<file path="src/rtl/tag_ctrl.sv">
// tag_ctrl: tag-array lookup controller for a 128-set, 16-byte-line cache.
// One request in flight; a miss writes back a dirty victim, then refills, then updates the tag.
module tag_ctrl (
  input  logic        clk,
  input  logic        rst,
  input  logic        req_valid,
  output logic        req_ready,
  input  logic [63:0] req_addr,
  input  logic        req_wen,
  output logic        resp_valid,
  output logic        resp_hit,
  output logic [6:0]  tag_addr,
  output logic        tag_en,
  output logic [54:0] tag_wdata,
  input  logic [54:0] tag_rdata,
  output logic        wb_valid,
  input  logic        wb_ready,
  output logic [63:0] wb_addr,
  input  logic        wb_done,
  output logic        rf_valid,
  input  logic        rf_ready,
  output logic [63:0] rf_addr,
  input  logic        rf_done,
  output logic [31:0] hit_cnt,
  output logic [31:0] miss_cnt
);
  // state   | meaning
  // IDLE    | ready; tag_addr follows req_addr
  // LOOKUP  | compare tag_rdata against latched tag
  // WB_REQ  | offer dirty victim for write-back
  // WB_WAIT | wait for write-back completion
  // RF_REQ  | offer line for refill
  // RF_WAIT | wait for refill completion
  // UPDATE  | write new tag entry
  // RESP    | one-cycle response pulse
  localparam logic [2:0] IDLE    = 3'd0;
  localparam logic [2:0] LOOKUP  = 3'd1;
  localparam logic [2:0] WB_REQ  = 3'd2;
  localparam logic [2:0] WB_WAIT = 3'd3;
  localparam logic [2:0] RF_REQ  = 3'd4;
  localparam logic [2:0] RF_WAIT = 3'd5;
  localparam logic [2:0] UPDATE  = 3'd6;
  localparam logic [2:0] RESP    = 3'd7;

  logic [2:0]  r_state;
  logic [2:0]  w_next;
  logic [52:0] r_tag;
  logic [52:0] r_old_tag;
  logic [6:0]  r_index;
  logic        r_wen;
  logic        r_hit;
  logic [31:0] r_hit_cnt;
  logic [31:0] r_miss_cnt;
  logic        w_accept;
  logic        w_lookup;
  logic        w_valid;
  logic        w_dirty;
  logic        w_hit;
  logic        w_hit_wr;

  assign w_accept = req_valid && (r_state == IDLE);
  assign w_lookup = (r_state == LOOKUP);
  assign w_valid  = tag_rdata[54];
  assign w_dirty  = tag_rdata[53];
  assign w_hit    = w_valid && (tag_rdata[52:0] == r_tag);
  // Only a store to a clean line needs its dirty bit set.
  assign w_hit_wr = w_lookup && w_hit && r_wen && !w_dirty;

  always_comb begin
    w_next = r_state;
    case (r_state)
      IDLE:    if (req_valid) w_next = LOOKUP;
      LOOKUP: begin
        if (w_hit)                   w_next = RESP;
        else if (w_valid && w_dirty) w_next = WB_REQ;
        else                         w_next = RF_REQ;
      end
      WB_REQ:  if (wb_ready) w_next = WB_WAIT;
      WB_WAIT: if (wb_done)  w_next = RF_REQ;
      RF_REQ:  if (rf_ready) w_next = RF_WAIT;
      RF_WAIT: if (rf_done)  w_next = UPDATE;
      UPDATE:  w_next = RESP;
      RESP:    w_next = IDLE;
      default: w_next = IDLE;
    endcase
  end

  always_ff @(posedge clk or posedge rst) begin
    if (rst) begin
      r_state    <= IDLE;
      r_tag      <= '0;
      r_old_tag  <= '0;
      r_index    <= '0;
      r_wen      <= 1'b0;
      r_hit      <= 1'b0;
      r_hit_cnt  <= '0;
      r_miss_cnt <= '0;
    end else begin
      r_state <= w_next;
      if (w_accept) begin
        r_tag   <= req_addr[63:11];
        r_index <= req_addr[10:4];
        r_wen   <= req_wen;
      end
      if (w_lookup) begin
        r_hit <= w_hit;
        if (w_hit) begin
          r_hit_cnt <= r_hit_cnt + 32'd1;
        end else begin
          r_miss_cnt <= r_miss_cnt + 32'd1;
          r_old_tag  <= tag_rdata[52:0];
        end
      end
    end
  end

  assign req_ready  = (r_state == IDLE);
  assign resp_valid = (r_state == RESP);
  assign resp_hit   = resp_valid && r_hit;
  assign tag_addr   = (r_state == IDLE) ? req_addr[10:4] : r_index;
  assign tag_en     = w_hit_wr || (r_state == UPDATE);
  assign tag_wdata  = (r_state == UPDATE) ? {1'b1, r_wen, r_tag} :
                      w_hit_wr            ? {2'b11, r_tag}       : 55'd0;
  assign wb_valid   = (r_state == WB_REQ);
  assign wb_addr    = {r_old_tag, r_index, 4'h0};
  assign rf_valid   = (r_state == RF_REQ);
  assign rf_addr    = {r_tag, r_index, 4'h0};
  assign hit_cnt    = r_hit_cnt;
  assign miss_cnt   = r_miss_cnt;
endmodule

</file>
<file path="config.mk">
export PLATFORM = sky130hd
export DESIGN_NAME = tag_ctrl
export DESIGN_NICKNAME = d
export VERILOG_FILES = /design/src/rtl/tag_ctrl.sv
export SDC_FILE = /design/constraint.sdc
export NUM_CORES = 1
export LEC_CHECK = 0
export BUFFER_PORTS_ARGS = -buffer_cell sky130_fd_sc_hd__clkbuf_2
export CAP_MARGIN = 10
export CORE_AREA = 2 2 150 152
export CTS_BUF_LIST = sky130_fd_sc_hd__clkbuf_8
export CTS_CLUSTER_DIAMETER = 120
export DETAILED_ROUTE_END_ITERATION = 16
export DIE_AREA = 0 0 152 154
export PLACE_DENSITY = 0.71
export SETUP_SLACK_MARGIN = 0.15
export SLEW_MARGIN = 20
export SYNTH_ARGS = -nofsm -noshare
export SYNTH_HDL_FRONTEND = slang
export SYNTH_SLANG_ARGS = --single-unit
</file>
<file path="constraint.sdc">
create_clock -name clk -period 6.8 [get_ports clk]
set_input_delay 0.34 -clock clk [delete_from_list [all_inputs] [get_ports clk]]
set_output_delay 0.34 -clock clk [all_outputs]
set_load 0.02 [all_outputs]
</file>
==> metrics.log <==
[metrics] via-per-instance ratio: 5.01
[metrics] WS Path Type: register to primary output
[metrics] fraction of synthesis flops using an asynchronous set or reset pin: 1.00
[metrics] Reg clk slew, reported paths: 0.10 ns
[metrics] maximum level of the CTS H-tree: 4
[metrics] number of top-level pins: 387
[metrics] routed wire length per instance: 18.7 microns
[metrics] number of nets with antenna violations after routing: 0
[metrics] width of the die: 152 microns
[metrics] highest clock frequency the design can meet: 269 MHz
[metrics] Worst Skew: 0.0168 ns
[metrics] fraction of final layout cells sized beyond drive strength 1: 0.475
[metrics] IO buf count: 374
[metrics] fin area: 11500 sq um
[metrics] Iteration-0 DRC Markers: 315
[metrics] area of the core: 21700 sq um
[metrics] total of flip-flops plus latches after synthesis: 182
[metrics] total global routing track utilization: 0.224
[metrics] Synthesis Warnings: 0
[metrics] Worst Path Max Fanout: 54
[metrics] most used standard cell by instance count after synthesis: sky130_fd_sc_hd__dfrtp_1
[metrics] Bufs and invs on worst path: 1
[metrics] area of the multi-input gates: 4090 sq um
[metrics] number of inserted filler cells in the final layout: 1911
[metrics] root buffer cell: sky130_fd_sc_hd__clkbuf_8
[metrics] endpoint of the worst register-to-register path: r_old_tag[12]
[metrics] post-synth top area cell: sky130_fd_sc_hd__dfrtp_1
[metrics] Critical Path Sink Type: primary output
[metrics] number of instances in the synthesized netlist: 771
[metrics] top post-synthesis cells by count: 182 x sky130_fd_sc_hd__dfrtp_1, 113 x sky130_fd_sc_hd__mux2_2, 63 x sky130_fd_sc_hd__xnor2_1
[metrics] largest voltage drop on the vdd net: 252 uV
[metrics] share of the yosys chip area belonging to registers: 0.509
[metrics] Pre-Repair DR Iteration Count: 4
[metrics] clock latency at the later pin of the worst-skew pair: 0.45 ns
[metrics] class of the tightest hold or removal check: primary input to asynchronous set/reset pin
[metrics] Max-Slew Margin vs Limit: 0.448
[metrics] proportion of netlist area held by the largest area contributor: 0.509
[metrics] Critical Path, Cell by Cell: xnor2_1 > nand4_1 > nor4_1 > nand4_1 > or3_1 > o21a_4 > nor2b_1 > clkbuf_2
[metrics] TritonCTS clock tree: built
[metrics] fraction of the cycle the final worst path needs: 0.546
[metrics] Total Die Area: 23400 sq um
[metrics] cell with the largest stage delay on the worst path: sky130_fd_sc_hd__or3_1
[metrics] setup repair after global routing missed its margin: no
[metrics] main flop type after synthesis: sky130_fd_sc_hd__dfrtp_1
[metrics] count of instances resized after the clock tree is built: 0
[metrics] total CTS buffers: 17
[metrics] Die Y-Extent: 154 microns
[metrics] via count of the first global-routing pass: 7194
[metrics] worst r2r src: r_tag[52]
[metrics] Clock Sinks: 182
[metrics] critical path startpoint category: register
[metrics] final wirelength: 26600 microns
[metrics] final number of max-transition violations: 0
[metrics] Worst EP arrival: 3.38 ns
[metrics] half-perimeter wire length after placement: 20400 microns
[metrics] most used cell, CP: sky130_fd_sc_hd__nand4_1
[metrics] Post-Synthesis Mean Instance Area: 11.6 sq um
[metrics] number of buffers inserted by hold repair at cts: 0
[metrics] initial antenna violation count: 1
[metrics] layout-stage area growth over the synthesis result: 28.3%
[metrics] Cell Pwr Density: 437 nW/um^2
[metrics] buffers from clock root to sink, at most: 2
[metrics] routability-driven placement congestion ratio: 0.793
[metrics] count of unique library cells instantiated by Yosys: 48
[metrics] run status: finished, violations left
[metrics] dominant cells by area after synthesis: sky130_fd_sc_hd__dfrtp_1 51%, sky130_fd_sc_hd__mux2_2 14%, sky130_fd_sc_hd__xnor2_1 6.2%
[metrics] final worst hold slack: -0.00633 ns
[metrics] final setup TNS: 0 ns
[metrics] setup violation total in the final timing report: 0
[metrics] kind of cell adding the most delay to the critical path: simple AND/OR/NAND/NOR gates
[metrics] pin count of the biggest net entering global routing: 104
[metrics] final period demand of the worst path: 3.72 ns
[metrics] final hold violation count: 5
[metrics] cell count of the worst reg-to-reg path: 7
[metrics] routed vias: 7135
[metrics] DRC Markers: 0
[metrics] Post-synth EDFFs: 0
[metrics] violations in the final reports: negative hold slack
[metrics] total gr overflow: 0
[metrics] setup slack of the worst register-to-register path: 3.39 ns
[metrics] area of all sequential standard cells: 4550 sq um
[metrics] leakage power: 5.71 nW
[metrics] slew at the pin closest to its max-slew limit: 0.828 ns
[metrics] Nets: 1260
[metrics] placed instance area: 11000 sq um
[metrics] Cell Rows: 54
[metrics] ant diodes: 0
[metrics] starting density of the core: 0.412
[metrics] data required time at the worst endpoint: 6.46 ns
[metrics] max-capacitance violation count: 0
[metrics] Post-CTS Repair Setup Buffers: 0
[metrics] wire length of the first global-routing pass: 40600 microns
[metrics] delay of the slowest cell on the worst path: 0.53 ns
[metrics] cell area after technology mapping: 8940 sq um
sequential cells by signal (all words and copies together) (netlist names):
signal and count:
r_old_tag 53, r_wen 1, r_index 7, r_state 3, miss_cnt 32, r_hit 1, r_tag 53, hit_cnt 32
kinds of logic after synthesis:
group,count (synthesis),synth area share
buffers and inverters,61,0.0376
other,1,0.000419
and+or+nand+nor,278,0.180
muxes,119,0.150
xor gates and xnor gates,103,0.101
adders and majority gates,2,0.00280
AOI/OAI and AO/OA,25,0.0188
DFF,182,0.509
worst register-to-register path, stage by stage (launching register included):
cell and delay, ns:
sky130_fd_sc_hd__dfrtp_1 0.42, sky130_fd_sc_hd__xnor2_1 0.38, sky130_fd_sc_hd__nand4_1 0.15, sky130_fd_sc_hd__nor4_1 0.46, sky130_fd_sc_hd__nand3_1 0.33, sky130_fd_sc_hd__o21ai_4 0.55, sky130_fd_sc_hd__buf_4 0.57, sky130_fd_sc_hd__mux2_2 0.43
how the worst max path moves through the flow:
stage | start | endpoint | slack, ns | cells after the start
global route | r_tag[13] | tag_wdata[24] | 2.80 | 8
CTS | r_tag[13] | tag_wdata[27] | 2.81 | 8
detailed placement | tag_rdata[52] | r_old_tag[12] | 3.29 | 8
global placement | tag_rdata[52] | r_old_tag[9] | 2.79 | 8
floorplan | rst | hit_cnt[0] | 1.52 | 1
finish | r_tag[13] | tag_wdata[24] | 3.08 | 8
placed cells by master, fill, tap and decap left out, types with 2 or more instances in the layout:
cell type | netlist | final
sky130_fd_sc_hd__a21oi_1 | 3 | 3
sky130_fd_sc_hd__and2_1 | 3 | 2
sky130_fd_sc_hd__and3_1 | 8 | 8
sky130_fd_sc_hd__and4_1 | 3 | 3
sky130_fd_sc_hd__buf_4 | 22 | 2
sky130_fd_sc_hd__buf_6 | 1 | 2
sky130_fd_sc_hd__bufinv_16 | 0 | 5
sky130_fd_sc_hd__clkbuf_2 | 0 | 374
sky130_fd_sc_hd__clkbuf_8 | 0 | 18
sky130_fd_sc_hd__clkinv_4 | 0 | 2
sky130_fd_sc_hd__conb_1 | 1 | 8
sky130_fd_sc_hd__dfrtp_1 | 182 | 182
sky130_fd_sc_hd__ha_1 | 2 | 2
sky130_fd_sc_hd__inv_1 | 16 | 17
sky130_fd_sc_hd__inv_6 | 0 | 3
sky130_fd_sc_hd__inv_8 | 0 | 2
sky130_fd_sc_hd__mux2_1 | 6 | 6
sky130_fd_sc_hd__mux2_2 | 113 | 113
sky130_fd_sc_hd__nand2_1 | 37 | 37
sky130_fd_sc_hd__nand2b_1 | 27 | 27
sky130_fd_sc_hd__nand3_1 | 27 | 27
sky130_fd_sc_hd__nand3_2 | 9 | 9
sky130_fd_sc_hd__nand4_1 | 32 | 32
sky130_fd_sc_hd__nor2_1 | 30 | 30
sky130_fd_sc_hd__nor2b_1 | 51 | 51
sky130_fd_sc_hd__nor3_1 | 25 | 25
sky130_fd_sc_hd__nor3_2 | 2 | 2
sky130_fd_sc_hd__nor4_1 | 9 | 9
sky130_fd_sc_hd__o2111ai_1 | 4 | 4
sky130_fd_sc_hd__o21ai_0 | 10 | 10
sky130_fd_sc_hd__o22ai_1 | 2 | 2
sky130_fd_sc_hd__or3_1 | 4 | 4
sky130_fd_sc_hd__xnor2_1 | 63 | 63
sky130_fd_sc_hd__xor2_1 | 40 | 40
routing by layer:
layer | part of all wire | up-vias | track usage | wire length, microns
met5 | 0.00049 | - | 0 | 13
met4 | 0.013 | 2 | 0.0485 | 337
met3 | 0.052 | 23 | 0.0493 | 1380
met2 | 0.53 | 254 | 0.404 | 14000
met1 | 0.41 | 3483 | 0.275 | 10900
li1 | - | 3373 | - | -
metrics by stage:
step                      utilization  instances  setup slack (ns)  hold slack [ns]  power, W
final                           0.529       1424              3.08         -0.00633   0.00501
after global placement          0.505       1390              2.79            0.452   0.00413
after CTS                       0.528       1423              2.81          0.00672   0.00507
after global routing            0.529       1424              2.80           0.0326   0.00529
after detailed placement        0.506       1391              3.29            0.459   0.00419
after floorplan                     -        778              1.52            0.439   0.00333
power by group:
| part | leakage [nW] | switching [W] | internal, W | total, W |
|---|---|---|---|---|
| Sequential | 2.28 | 0.000365 | 0.00145 | 0.00182 |
| Combinational | 3.19 | 0.00139 | 0.000933 | 0.00232 |
| Clock | 0.239 | 0.000416 | 0.000453 | 0.000869 |
final cells by class:
cell class	instances	area share
flip-flops and latches	182	0.397
multi-input cells	535	0.357
repair buffers	379	0.169
well taps	280	0.0306
clock buffers	18	0.0216
clock inverters	14	0.0192
inverters	16	0.00589
Power figures use the tool's default switching activity.
